===== config.mk =====
export PLATFORM = sky130hd
export DESIGN_NAME = apb_arbiter
export DESIGN_NICKNAME = d
export VERILOG_FILES = /design/src/rtl/apb_arbiter.sv
export SDC_FILE = /design/constraint.sdc
export NUM_CORES = 1
export LEC_CHECK = 0
export CAP_MARGIN = 40
export CORE_MARGIN = 3
export CORE_UTILIZATION = 36
export DETAILED_ROUTE_END_ITERATION = 16
export PLACE_DENSITY = 0.86
export RECOVER_POWER = 100
export SLEW_MARGIN = 10
export SYNTH_ARGS = -nofsm -noshare
export SYNTH_HDL_FRONTEND = slang
export SYNTH_SLANG_ARGS = --single-unit

===== constraint.sdc =====
create_clock -name PCLK -period 4.9 [get_ports PCLK]
set_input_delay 0.98 -clock PCLK [delete_from_list [all_inputs] [get_ports PCLK]]
set_output_delay 0.98 -clock PCLK [all_outputs]
set_load 0.01 [all_outputs]

===== src/rtl/apb_arbiter.sv =====
// apb_arbiter: two-requester round-robin arbiter in front of one APB completer.
// Each requester presents a level request plus addr/wdata/write; the arbiter
// runs one APB transfer (SETUP, ACCESS, DONE) for the winner and returns a
// one-cycle ready pulse with read data.
//
// Optional feature macro: APB_ARB_TIMEOUT_EN
//   When defined, an ACCESS phase that sees no PREADY for TIMEOUT_CYCLES cycles
//   is forced to DONE with rdata=0 and the owner's error flag set. When left
//   undefined, ACCESS waits for PREADY indefinitely and both error outputs are 0.
module apb_arbiter #(
    parameter int unsigned TIMEOUT_CYCLES = 16
) (
    input  logic        PCLK,
    input  logic        PRESET,

    input  logic        m0_transfer,
    input  logic [31:0] m0_addr,
    input  logic [31:0] m0_wdata,
    input  logic        m0_write,
    output logic        m0_ready,
    output logic [31:0] m0_rdata,
    output logic        m0_error,

    input  logic        m1_transfer,
    input  logic [31:0] m1_addr,
    input  logic [31:0] m1_wdata,
    input  logic        m1_write,
    output logic        m1_ready,
    output logic [31:0] m1_rdata,
    output logic        m1_error,

    output logic        grant,

    output logic [31:0] PADDR,
    output logic [31:0] PWDATA,
    output logic        PWRITE,
    output logic        PSEL,
    output logic        PENABLE,
    input  logic [31:0] PRDATA,
    input  logic        PREADY
);

    typedef enum logic [1:0] {
        IDLE   = 2'd0,
        SETUP  = 2'd1,
        ACCESS = 2'd2,
        DONE   = 2'd3
    } state_e;

    state_e      state_q;
    logic        grant_q;
    logic        last_grant_q;
    logic [31:0] paddr_q;
    logic [31:0] pwdata_q;
    logic        pwrite_q;
    logic        psel_q;
    logic        penable_q;
    logic        m0_ready_q;
    logic        m1_ready_q;
    logic [31:0] m0_rdata_q;
    logic [31:0] m1_rdata_q;

    // Winner of the current IDLE-cycle arbitration.
    logic        winner_d;
    // High in the ACCESS cycle where the timeout limit forces completion.
    logic        timeout_hit;

    // Round-robin pick: a lone requester always wins, a tie goes to the one
    // that did not own the bus last.
    always_comb begin
        // NOTE: every variable written here gets a default first, so no latch is inferred.
        winner_d = 1'b0;
        if (m0_transfer && m1_transfer) begin
            winner_d = ~last_grant_q;
        end else if (m1_transfer) begin
            winner_d = 1'b1;
        end
    end

    // Transfer sequencer with all APB and requester-side outputs registered.
    // NOTE: state is updated with non-blocking assignments so every register samples pre-edge values.
    always_ff @(posedge PCLK or posedge PRESET) begin
        if (PRESET) begin
            state_q      <= IDLE;
            grant_q      <= 1'b0;
            last_grant_q <= 1'b1;
            paddr_q      <= '0;
            pwdata_q     <= '0;
            pwrite_q     <= 1'b0;
            psel_q       <= 1'b0;
            penable_q    <= 1'b0;
            m0_ready_q   <= 1'b0;
            m1_ready_q   <= 1'b0;
            m0_rdata_q   <= '0;
            m1_rdata_q   <= '0;
        end else begin
            // Ready is a single-cycle pulse; it is only set on the way into DONE.
            m0_ready_q <= 1'b0;
            m1_ready_q <= 1'b0;
            case (state_q)
                IDLE: begin
                    if (m0_transfer || m1_transfer) begin
                        grant_q   <= winner_d;
                        paddr_q   <= winner_d ? m1_addr  : m0_addr;
                        pwdata_q  <= winner_d ? m1_wdata : m0_wdata;
                        pwrite_q  <= winner_d ? m1_write : m0_write;
                        psel_q    <= 1'b1;
                        penable_q <= 1'b0;
                        state_q   <= SETUP;
                    end
                end
                SETUP: begin
                    penable_q <= 1'b1;
                    state_q   <= ACCESS;
                end
                ACCESS: begin
                    // PREADY wins over a timeout reached in the same cycle.
                    if (PREADY || timeout_hit) begin
                        psel_q    <= 1'b0;
                        penable_q <= 1'b0;
                        state_q   <= DONE;
                        if (grant_q) begin
                            m1_ready_q <= 1'b1;
                            m1_rdata_q <= (PREADY && !pwrite_q) ? PRDATA : '0;
                        end else begin
                            m0_ready_q <= 1'b1;
                            m0_rdata_q <= (PREADY && !pwrite_q) ? PRDATA : '0;
                        end
                    end
                end
                DONE: begin
                    // Requests are not sampled here, so the owner cannot be re-granted
                    // on the strength of a transfer it is about to drop.
                    last_grant_q <= grant_q;
                    state_q      <= IDLE;
                end
                default: begin
                    state_q <= IDLE;
                end
            endcase
        end
    end

`ifdef APB_ARB_TIMEOUT_EN
    localparam int unsigned       CNT_W    = (TIMEOUT_CYCLES > 1) ? $clog2(TIMEOUT_CYCLES) : 1;
    localparam logic [CNT_W-1:0]  CNT_LAST = CNT_W'(TIMEOUT_CYCLES - 1);

    logic [CNT_W-1:0] cnt_q;
    logic             m0_error_q;
    logic             m1_error_q;

    assign timeout_hit = (state_q == ACCESS) && !PREADY && (cnt_q == CNT_LAST);

    // Count waited ACCESS cycles (cleared in SETUP so ACCESS starts at 0) and
    // raise the owner's error flag alongside the forced ready pulse.
    always_ff @(posedge PCLK or posedge PRESET) begin
        if (PRESET) begin
            cnt_q      <= '0;
            m0_error_q <= 1'b0;
            m1_error_q <= 1'b0;
        end else begin
            if (state_q == SETUP) begin
                cnt_q <= '0;
            end else if ((state_q == ACCESS) && !PREADY && (cnt_q != CNT_LAST)) begin
                cnt_q <= cnt_q + 1'b1;
            end
            m0_error_q <= timeout_hit && !grant_q;
            m1_error_q <= timeout_hit &&  grant_q;
        end
    end

    assign m0_error = m0_error_q;
    assign m1_error = m1_error_q;
`else
    assign timeout_hit = 1'b0;
    assign m0_error    = 1'b0;
    assign m1_error    = 1'b0;
`endif

    assign grant    = grant_q;
    assign PADDR    = paddr_q;
    assign PWDATA   = pwdata_q;
    assign PWRITE   = pwrite_q;
    assign PSEL     = psel_q;
    assign PENABLE  = penable_q;
    assign m0_ready = m0_ready_q;
    assign m1_ready = m1_ready_q;
    assign m0_rdata = m0_rdata_q;
    assign m1_rdata = m1_rdata_q;

endmodule


## After elaboration in Yosys (flattened, before gate mapping)

Cells that the tools add are included.

- Equality and inequality tests: 5
- Mux-type cells: 20
- Bitwise logic cells: 2
- Reduce and logical (&&, ||, !) cells: 13

Operators with widths:

| cell | count |
|---|---|
| 32-bit two-way mux | 3 |
| 1-bit two-way mux | 12 |
| 3-bit AND reduction | 4 |
| 2-bit case mux with 4 select lines | 1 |
| 2-bit equality test (second input constant) | 2 |
| 2-bit two-way mux | 2 |
| 2-bit inequality test (second input constant) | 2 |
| 2-bit AND reduction | 2 |
| 1-bit case mux with 3 select lines | 1 |
| 3-bit nonzero test | 1 |
| 2-bit by 1-bit equality test with 1-bit output (second input constant) | 1 |
| 1-bit logical AND | 2 |
| 2-bit zero test | 1 |
| 1-bit NOT | 2 |
| 1-bit case mux with 2 select lines | 1 |
| 2-bit nonzero test | 1 |
| 1-bit zero test | 1 |
| 1-bit logical OR | 1 |

- Register bits after elaboration: 137
- Input bits: 167
- Output and inout bits: 136
- Logic and storage cells: 52

## Longest topological paths before layout

Gate-level depths: netlist of the first run.

- Word-level depth: 3
- Mapped depth: 7
- Depth with buffers taken out: 5

## Least setup slack after synthesis of the first run

OpenSTA, ideal clock, no wires.

- Path type: input-to-reg
- Start: input m1_transfer
- End: register paddr_q[0], in the netlist PADDR[0]
- Library setup time: 0.077 ns
- Arrival: 1.687 ns
- Required time: 4.823 ns
- Slack: 3.135 ns
- Stages: 5
- Path buffers: 2
- Cell sequence: o21ai_2 -> buf_2 -> buf_2 -> a21oi_1 -> a21oi_1

- Word-level cells in the longest chain between the ends: 3
- Elaborated cells on any way between the ends: 6
- Those cells by class: mux (3); reduce/logical (3)

RTL lines:

| item | RTL line | text |
|---|---|---|
| start, declared | 24 | `input logic m1_transfer,` |
| 1-bit two-way mux or 1-bit logical AND (tied branches) | 75, 73 |  |
| 1-bit two-way mux | 73 | `if (m0_transfer && m1_transfer) begin` |
| 32-bit two-way mux | 104 | `paddr_q <= winner_d ? m1_addr : m0_addr;` |
| end signal, assigned | 104 |  |
| end, declared | 53 | `logic [31:0] paddr_q;` |

Parallel ways exist; a longest one is shown, timed or not.
A chain may end at the register's enable or synchronous reset.

## Final worst setup path of the first run

- Start: input m0_transfer
- End: register paddr_q[26], in the netlist PADDR[26]

- Word-level cells in the longest chain between the ends: 3
- Elaborated cells on any way between the ends: 5
- Those cells by class: mux (2); reduce/logical (3)

RTL lines:

| item | RTL line | text |
|---|---|---|
| start, declared | 16 | `input logic m0_transfer,` |
| 1-bit logical AND | 73 |  |
| 1-bit two-way mux | 73 |  |
| 32-bit two-way mux | 104 |  |

Parallel ways exist; a longest one is shown, timed or not.

==> results.toml, run 1 <==
[clock_network]
cts_tree = "yes"
clock_latency_ps = 400
clkTransAtPathRegs_ps = 60
cts-root-buf = "sky130_fd_sc_hd__clkbuf_16"
post-cts-setup-buffers = 0
cts_repair_resize_count = 0
cts_buffers = 17
total_clock_sinks = 137
h_tree_depth_reported_by_cts = 4
cts_hold_buffers = 0
clk_path_buf_depth = 2

[timing]
timing.final.setup_violations = 0
timing.clock.skew_ps = 9.10
post-route-min-period_ps = 3610
maximum_achievable_frequency_mhz = 277
tns_ps = 0
worst_slew_margin_rel_pct = -83.2
report.final.hold_viol_count = 0
worst-slew-pin-transition_ps = 2730
timing.final.max_slew_violations = 166
final_min_period_over_clock_period_pct = 73.6
rsz_0062_raised_after_global_routing = "false"
worst_hold_slack_ps = 471

[final_layout]
instances_no_fill = 1142
layout-drive-gt1-share_pct = 4.62
register_area_um2 = 3430
syn_to_final_growth_pct = 65.1
post-route-cell-area_um2 = 9490
net_count_reported_at_finish = 1091
multiInputGateArea_um2 = 2080
antenna-diode-count = 0
fillerInstances = 1297

[global_route]
grtUsageMet3_pct = 5.69
grt_start_max_net_pins = 66
gr_usage_total_pct = 21.6
grt_use_met1_pct = 26.1
grt_use_met2_pct = 36.8
grt_most_used_layer = "met2"
grt.overflow.total = 0
global_route_wire_length_before_repair_um = 30200
number_of_global_route_vias_before_repair = 5623
grt_antenna_before_repair = 0

[logic_synthesis]
number_of_standard_cells_after_synthesis = 637
ys_seq_area_share_pct = 59.6
syn-mean-instance-area_um2 = 9.03
largest_family_of_logic_cells_by_synthesized_area = "compound AO/OA/AOI/OAI gates"
synth_fa_ha_area_share_pct = 1.31
synth.yosys.warnings = 0
synth.ff_latch_count = 137
synth_edf_count = 0
synth-xor-area-share_pct = 0
netlist_area_um2 = 5750
synthArstFlopShare_pct = 100
synthMuxAreaShare_pct = 0.762
synth-compound-area-share_pct = 18.2
yosys.area_share.simple_pct = 15.4
dominantRegCellSynth = "sky130_fd_sc_hd__dfrtp_1"
ys_types = 28

[run_status]
violated_checks = "capacitance limit, slew limit"
run_status = "complete, but fails checks"

[hold_path]
hold_class = "reg -> reg"
hold_depth = 2

[placement]
place.port_buffers = 300
place.detailed.hpwl_um = 13600
dp.cells = 1110
post_dp_cell_area_um2 = 8890
gpl_congestion = 0.899

[power]
worst_voltage_drop_across_the_vdd_grid_v = 0.000360
finalPower_mw = 5.64
pwr_density_cell_nw_per_um2 = 594
p_leak_nw = 4.21

[detailed_routing]
drt_iter0_drc = 267
detail_route.wl_per_cell_um = 16.6
detailroute.via_count = 5557
drt_pre_antenna_iters = 5
number_of_remaining_drc_errors = 0
antenna_violating_nets_post_route = 0
finalWirelength_um = 18900
route.detailed.vias_per_inst = 4.87

[die]
die_w_um = 132
start_util_pct = 37.3
boundaryPins = 303
rows = 45
chipHeight_um = 132
floorplan.core_area_um2 = 15400
design.die.area_um2 = 17500

[critical_path]
crit_path_end_kind = "flip-flop"
required_ps = 5220
critical_path_class = "in -> reg"
worstPathMaxFanout = 37
cp_data_arrival_time_ps = 3930
cp-start-kind = "input port"
path_depth_of_the_worst_reg2reg_path = 5

[flow_run]
max_cap_viol_count = 3
==> layer usage <==
| layer | part of all wire [%] | up-vias |
|---|---|---|
| met3 | 6.5 | 42 |
| li1 | - | 2671 |
| met5 | 0 | - |
| met2 | 51 | 227 |
| met1 | 39 | 2617 |
| met4 | 3.3 | 0 |
==> sequential cells by signal, indices dropped and copies added (netlist names) <==
name / flops
PWDATA: 32
m0_ready: 1
m0_rdata: 32
PWRITE: 1
PADDR: 32
m1_rdata: 32
state_q: 2
PSEL: 1
m1_ready: 1
grant: 1
PENABLE: 1
last_grant_q: 1
==> where the power goes <==
group	internal (mW)	switching (mW)	total, mW
sequential	1.66	0.273	1.93
clock	0.859	0.485	1.34
combinational	1.13	1.23	2.37
total	3.65	1.99	5.64
==> path summary, 6_finish.rpt <==
path / start / endpoint / slack [ps]
worst max-delay path: m0_transfer / PADDR[26] / 1290
worst min-delay path: m1_rdata[6] / m1_rdata[6] / 470
worst max register to register: state_q[0] / m1_rdata[14] / 1760
worst min register to register: m1_rdata[6] / m1_rdata[6] / 470
max in group asynchronous: PRESET / last_grant_q / 1630
min in group asynchronous: PRESET / PWDATA[23] / 1790
==> cell families after synthesis <==
kind of cell / count (synthesis)
and+or+nand+nor: 233
muxes: 4
buffers and inverters: 53
adders and majority gates: 6
AOI/OAI and AO/OA: 203
DFF: 137
other: 1
==> worst max-delay path, stage by stage <==
cell,delay (ps)
sky130_fd_sc_hd__dlygate4sd3_1,650
sky130_fd_sc_hd__o21ai_4,660
sky130_fd_sc_hd__clkbuf_1,1290
sky130_fd_sc_hd__a21oi_1,100
sky130_fd_sc_hd__a21oi_1,230
==> area by class of cell <==
type                            count  area share [%]
Clock buffer                       23            5.14
Clock inverter                      9            1.44
Inverter                            5           0.211
Multi-Input combinational cell    448            21.9
Sequential cell                   137            36.1
Tap cell                          211            2.78
Timing Repair Buffer              309            32.4
==> metrics by stage <==
step	setup WS, ps	utilization, %
finish	1290	61.5
global route	1110	61.5
CTS	2180	61.7
detailed placement	1740	57.6
global placement	1770	57.4
floorplan	254	-
==> synth_stat cells (2+ instances only) <==
library cell	n	area share, %
sky130_fd_sc_hd__inv_1	5	0.33
sky130_fd_sc_hd__a21oi_1	132	11
sky130_fd_sc_hd__mux2_1	2	0.39
sky130_fd_sc_hd__buf_4	3	0.39
sky130_fd_sc_hd__buf_2	23	2.0
sky130_fd_sc_hd__buf_1	5	0.33
sky130_fd_sc_hd__buf_6	4	0.78
sky130_fd_sc_hd__nor2_1	68	4.4
sky130_fd_sc_hd__ha_1	6	1.3
sky130_fd_sc_hd__o21ai_1	28	2.4
sky130_fd_sc_hd__o21ai_0	36	3.1
sky130_fd_sc_hd__clkbuf_1	13	0.85
sky130_fd_sc_hd__nand2_1	161	11
sky130_fd_sc_hd__nor2b_1	2	0.22
sky130_fd_sc_hd__dfrtp_1	136	59
==> cells in the final DEF (no fill, tap or decap), drive strengths merged <==
| master | netlist | layout |
|---|---|---|
| a211oi | 1 | 1 |
| a21bo | 1 | 1 |
| a21boi | 1 | 1 |
| a21oi | 132 | 132 |
| a22o | 1 | 1 |
| buf | 35 | 6 |
| bufinv | 0 | 3 |
| clkbuf | 13 | 26 |
| clkdlybuf4s50 | 0 | 164 |
| clkinv | 0 | 2 |
| clkinvlp | 0 | 3 |
| conb | 1 | 2 |
| dfrtp | 136 | 136 |
| dfstp | 1 | 1 |
| dlygate4sd3 | 0 | 136 |
| ha | 6 | 6 |
| inv | 5 | 6 |
| mux2 | 3 | 3 |
| mux2i | 1 | 1 |
| nand2 | 161 | 161 |
| nand3 | 1 | 1 |
| nand3b | 1 | 1 |
| nor2 | 68 | 68 |
| nor2b | 2 | 2 |
| o21a | 1 | 1 |
| o21ai | 65 | 65 |
| o21ba | 1 | 1 |
Power figures use the tool's default switching activity.
==> run 2, diff against run 1 <==
--- a/config.mk
+++ b/config.mk
@@ -7,9 +7,9 @@
 export LEC_CHECK = 0
 export CAP_MARGIN = 40
 export CORE_MARGIN = 3
-export CORE_UTILIZATION = 36
+export CORE_UTILIZATION = 40
 export DETAILED_ROUTE_END_ITERATION = 16
-export PLACE_DENSITY = 0.86
+export PLACE_DENSITY = 0.9
 export RECOVER_POWER = 100
 export SLEW_MARGIN = 10
 export SYNTH_ARGS = -nofsm -noshare
==> constraint.sdc (replaced) <==
create_clock -name PCLK -period 3.4 [get_ports PCLK]
set_input_delay 0.68 -clock PCLK [delete_from_list [all_inputs] [get_ports PCLK]]
set_output_delay 0.68 -clock PCLK [all_outputs]
set_load 0.01 [all_outputs]
==> run 2 against run 1 <==
  * The flow still finishes with violations (capacitance limit, slew limit)
  * Highest routed layer unchanged
  * Utilization increased by 6.0 points
  * Critical path depth unchanged
  * Combinational power increased by 44%
==> results.toml, run 2 (synthesis results as in run 1) <==
[timing]
maximum_achievable_frequency_mhz = 374
report.final.hold_viol_count = 0
setup_slack_ps = 726
rsz_0062_raised_after_global_routing = "false"
timing.clock.skew_ps = 7.21
timing.final.max_slew_violations = 138
worst_slew_margin_rel_pct = -23.8
timing.final.setup_violations = 0
final_min_period_over_clock_period_pct = 78.6
worst-slew-pin-transition_ps = 1860
post-route-min-period_ps = 2670
tns_ps = 0

[clock_network]
cts-root-buf = "sky130_fd_sc_hd__clkbuf_16"
cts_hold_buffers = 0
clkTransAtPathRegs_ps = 60
cts_buffers = 17
cts_repair_resize_count = 0
cts_tree = "yes"
h_tree_depth_reported_by_cts = 4
total_clock_sinks = 137
clock_latency_ps = 410
clk_path_buf_depth = 2
post-cts-setup-buffers = 0

[critical_path]
worst_path_largest_cell_delay_ps = 990
cp_data_arrival_time_ps = 3000
cp-start-kind = "input port"
worstPathMaxFanout = 51
path_common_cell = "sky130_fd_sc_hd__a21oi_1"
critical_path.slowest_cell = "sky130_fd_sc_hd__o21ai_1"
required_ps = 3720
critical_path_class = "in -> reg"
path_cells = "dlygate4sd3_1, o21ai_1, buf_12, a21oi_1, a21oi_1"
crit_path_end_kind = "flip-flop"

[detailed_routing]
drt_iter0_drc = 394
drt_pre_antenna_iters = 6
antenna_violating_nets_post_route = 0
number_of_remaining_drc_errors = 0
finalWirelength_um = 18300
detailroute.via_count = 5636
detail_route.wl_per_cell_um = 16.5
route.detailed.vias_per_inst = 5.08

[final_layout]
post-route-cell-area_um2 = 9450
mostFrequentLayoutCells = "sky130_fd_sc_hd__clkdlybuf4s50_1 (165), sky130_fd_sc_hd__nand2_1 (161), sky130_fd_sc_hd__dfrtp_1 (136), sky130_fd_sc_hd__dlygate4sd3_1 (135), sky130_fd_sc_hd__a21oi_1 (132)"
layout-drive-gt1-share_pct = 4.95
syn_to_final_growth_pct = 64.3
fillerInstances = 1066
multiInputGateArea_um2 = 2060
mostFrequentLayoutCell = "sky130_fd_sc_hd__clkdlybuf4s50_1"
register_area_um2 = 3430
antenna-diode-count = 0
net_count_reported_at_finish = 1091

[run_status]
violated_checks = "capacitance limit, slew limit"
run_status = "complete, but fails checks"

[die]
floorplan.core_area_um2 = 14000
design.die.area_um2 = 15900
chipHeight_um = 126
boundaryPins = 303
rows = 43
die_w_um = 126
start_util_pct = 41.1

[placement]
gpl_congestion = 0.880
post_dp_cell_area_um2 = 8880
placement.setup.worst_slack_ps = 852
place.port_buffers = 300
place.detailed.hpwl_um = 13000

[global_route]
grt_most_used_layer = "met2"
grt_use_met1_pct = 27.6
grt_use_met2_pct = 39.4
number_of_global_route_vias_before_repair = 5579
grtUsageMet3_pct = 5.94
gr_usage_total_pct = 23.1
grt.overflow.total = 0
global_route_wire_length_before_repair_um = 29400
grt_antenna_before_repair = 0
grt_start_max_net_pins = 138

[power]
combinationalPowerShare_pct = 42.4
clock_share_of_power_pct = 23.3
p_switching_mw = 2.85
worst_voltage_drop_across_the_vdd_grid_v = 0.000526
finalPower_mw = 8.08
seqPwrFrac_pct = 34.3
pwr_density_cell_nw_per_um2 = 855
intPower_mw = 5.22
netSwitchingFraction_pct = 35.3
p_leak_nw = 4.21

[flow_run]
max_cap_viol_count = 1

[hold_path]
hold_class = "reg -> reg"
run 2: cell types whose count changed in the layout (fill, tap and decap cells not counted), sizes merged:
| cell | previous run | this run |
|---|---|---|
| clkbuf | 26 | 22 |
| clkinv | 2 | 6 |
| inv | 6 | 4 |
| clkdlybuf4s50 | 164 | 165 |
| clkinvlp | 3 | 4 |
| dlygate4sd3 | 136 | 135 |
run 2: final timing paths:
path / from / to / slack (ps) / cells after the start
worst min register to register: m0_rdata[28] / m0_rdata[28] / 470 / 2
worst max-delay path: m0_transfer / PWDATA[21] / 730 / 5
worst min-delay path: m0_rdata[28] / m0_rdata[28] / 470 / 2
min in group asynchronous: PRESET / m1_ready / 1360 / 3
worst max register to register: state_q[0] / m1_rdata[10] / 900 / 6
max in group asynchronous: PRESET / m1_rdata[13] / 900 / 3
run 2: metal layers:
| metal | part of all wire (%) | wire [um] |
|---|---|---|
| met2 | 52 | 9530 |
| met5 | 0 | 0 |
| met3 | 6.5 | 1190 |
| met4 | 3.7 | 672 |
| met1 | 38 | 6950 |
run 2: final cells by class:
class                      instances  share of cell area, %
inverter                           5                  0.238
clock inverter                    12                   1.59
timing repair buffer             309                   32.8
clock buffer                      19                   4.80
multi-input combinational        448                   21.8
tap                              180                   2.38
sequential                       137                   36.3
run 2: per-stage QoR:
step / util, % / cells / hold slack (ps)
3_5_place_dp: 63.5 / 1079 / 469
3_3_place_gp: 63.5 / 1079 / 462
2_1_floorplan: - / 638 / 516
4_1_cts: 67.8 / 1110 / 483
5_1_grt: 67.5 / 1110 / 500
6_report: 67.5 / 1110 / 472
run 2: power by group through the flow:
stage               Combinational (mW)  Clock [mW]  Sequential (mW)
floorplan                         1.32           0             3.13
global placement                  3.66           0             2.80
detailed placement                3.74           0             2.83
CTS                               3.76        1.91             2.81
global route                      3.75        1.98             2.88
finish                            3.42        1.88             2.77
run 2: worst max-delay path: cells and delay by family:
| family | cells | cell delay, ps |
|---|---|---|
| AO/OA/AOI/OAI | 3 | 1300 |
| buffers and inverters | 2 | 970 |
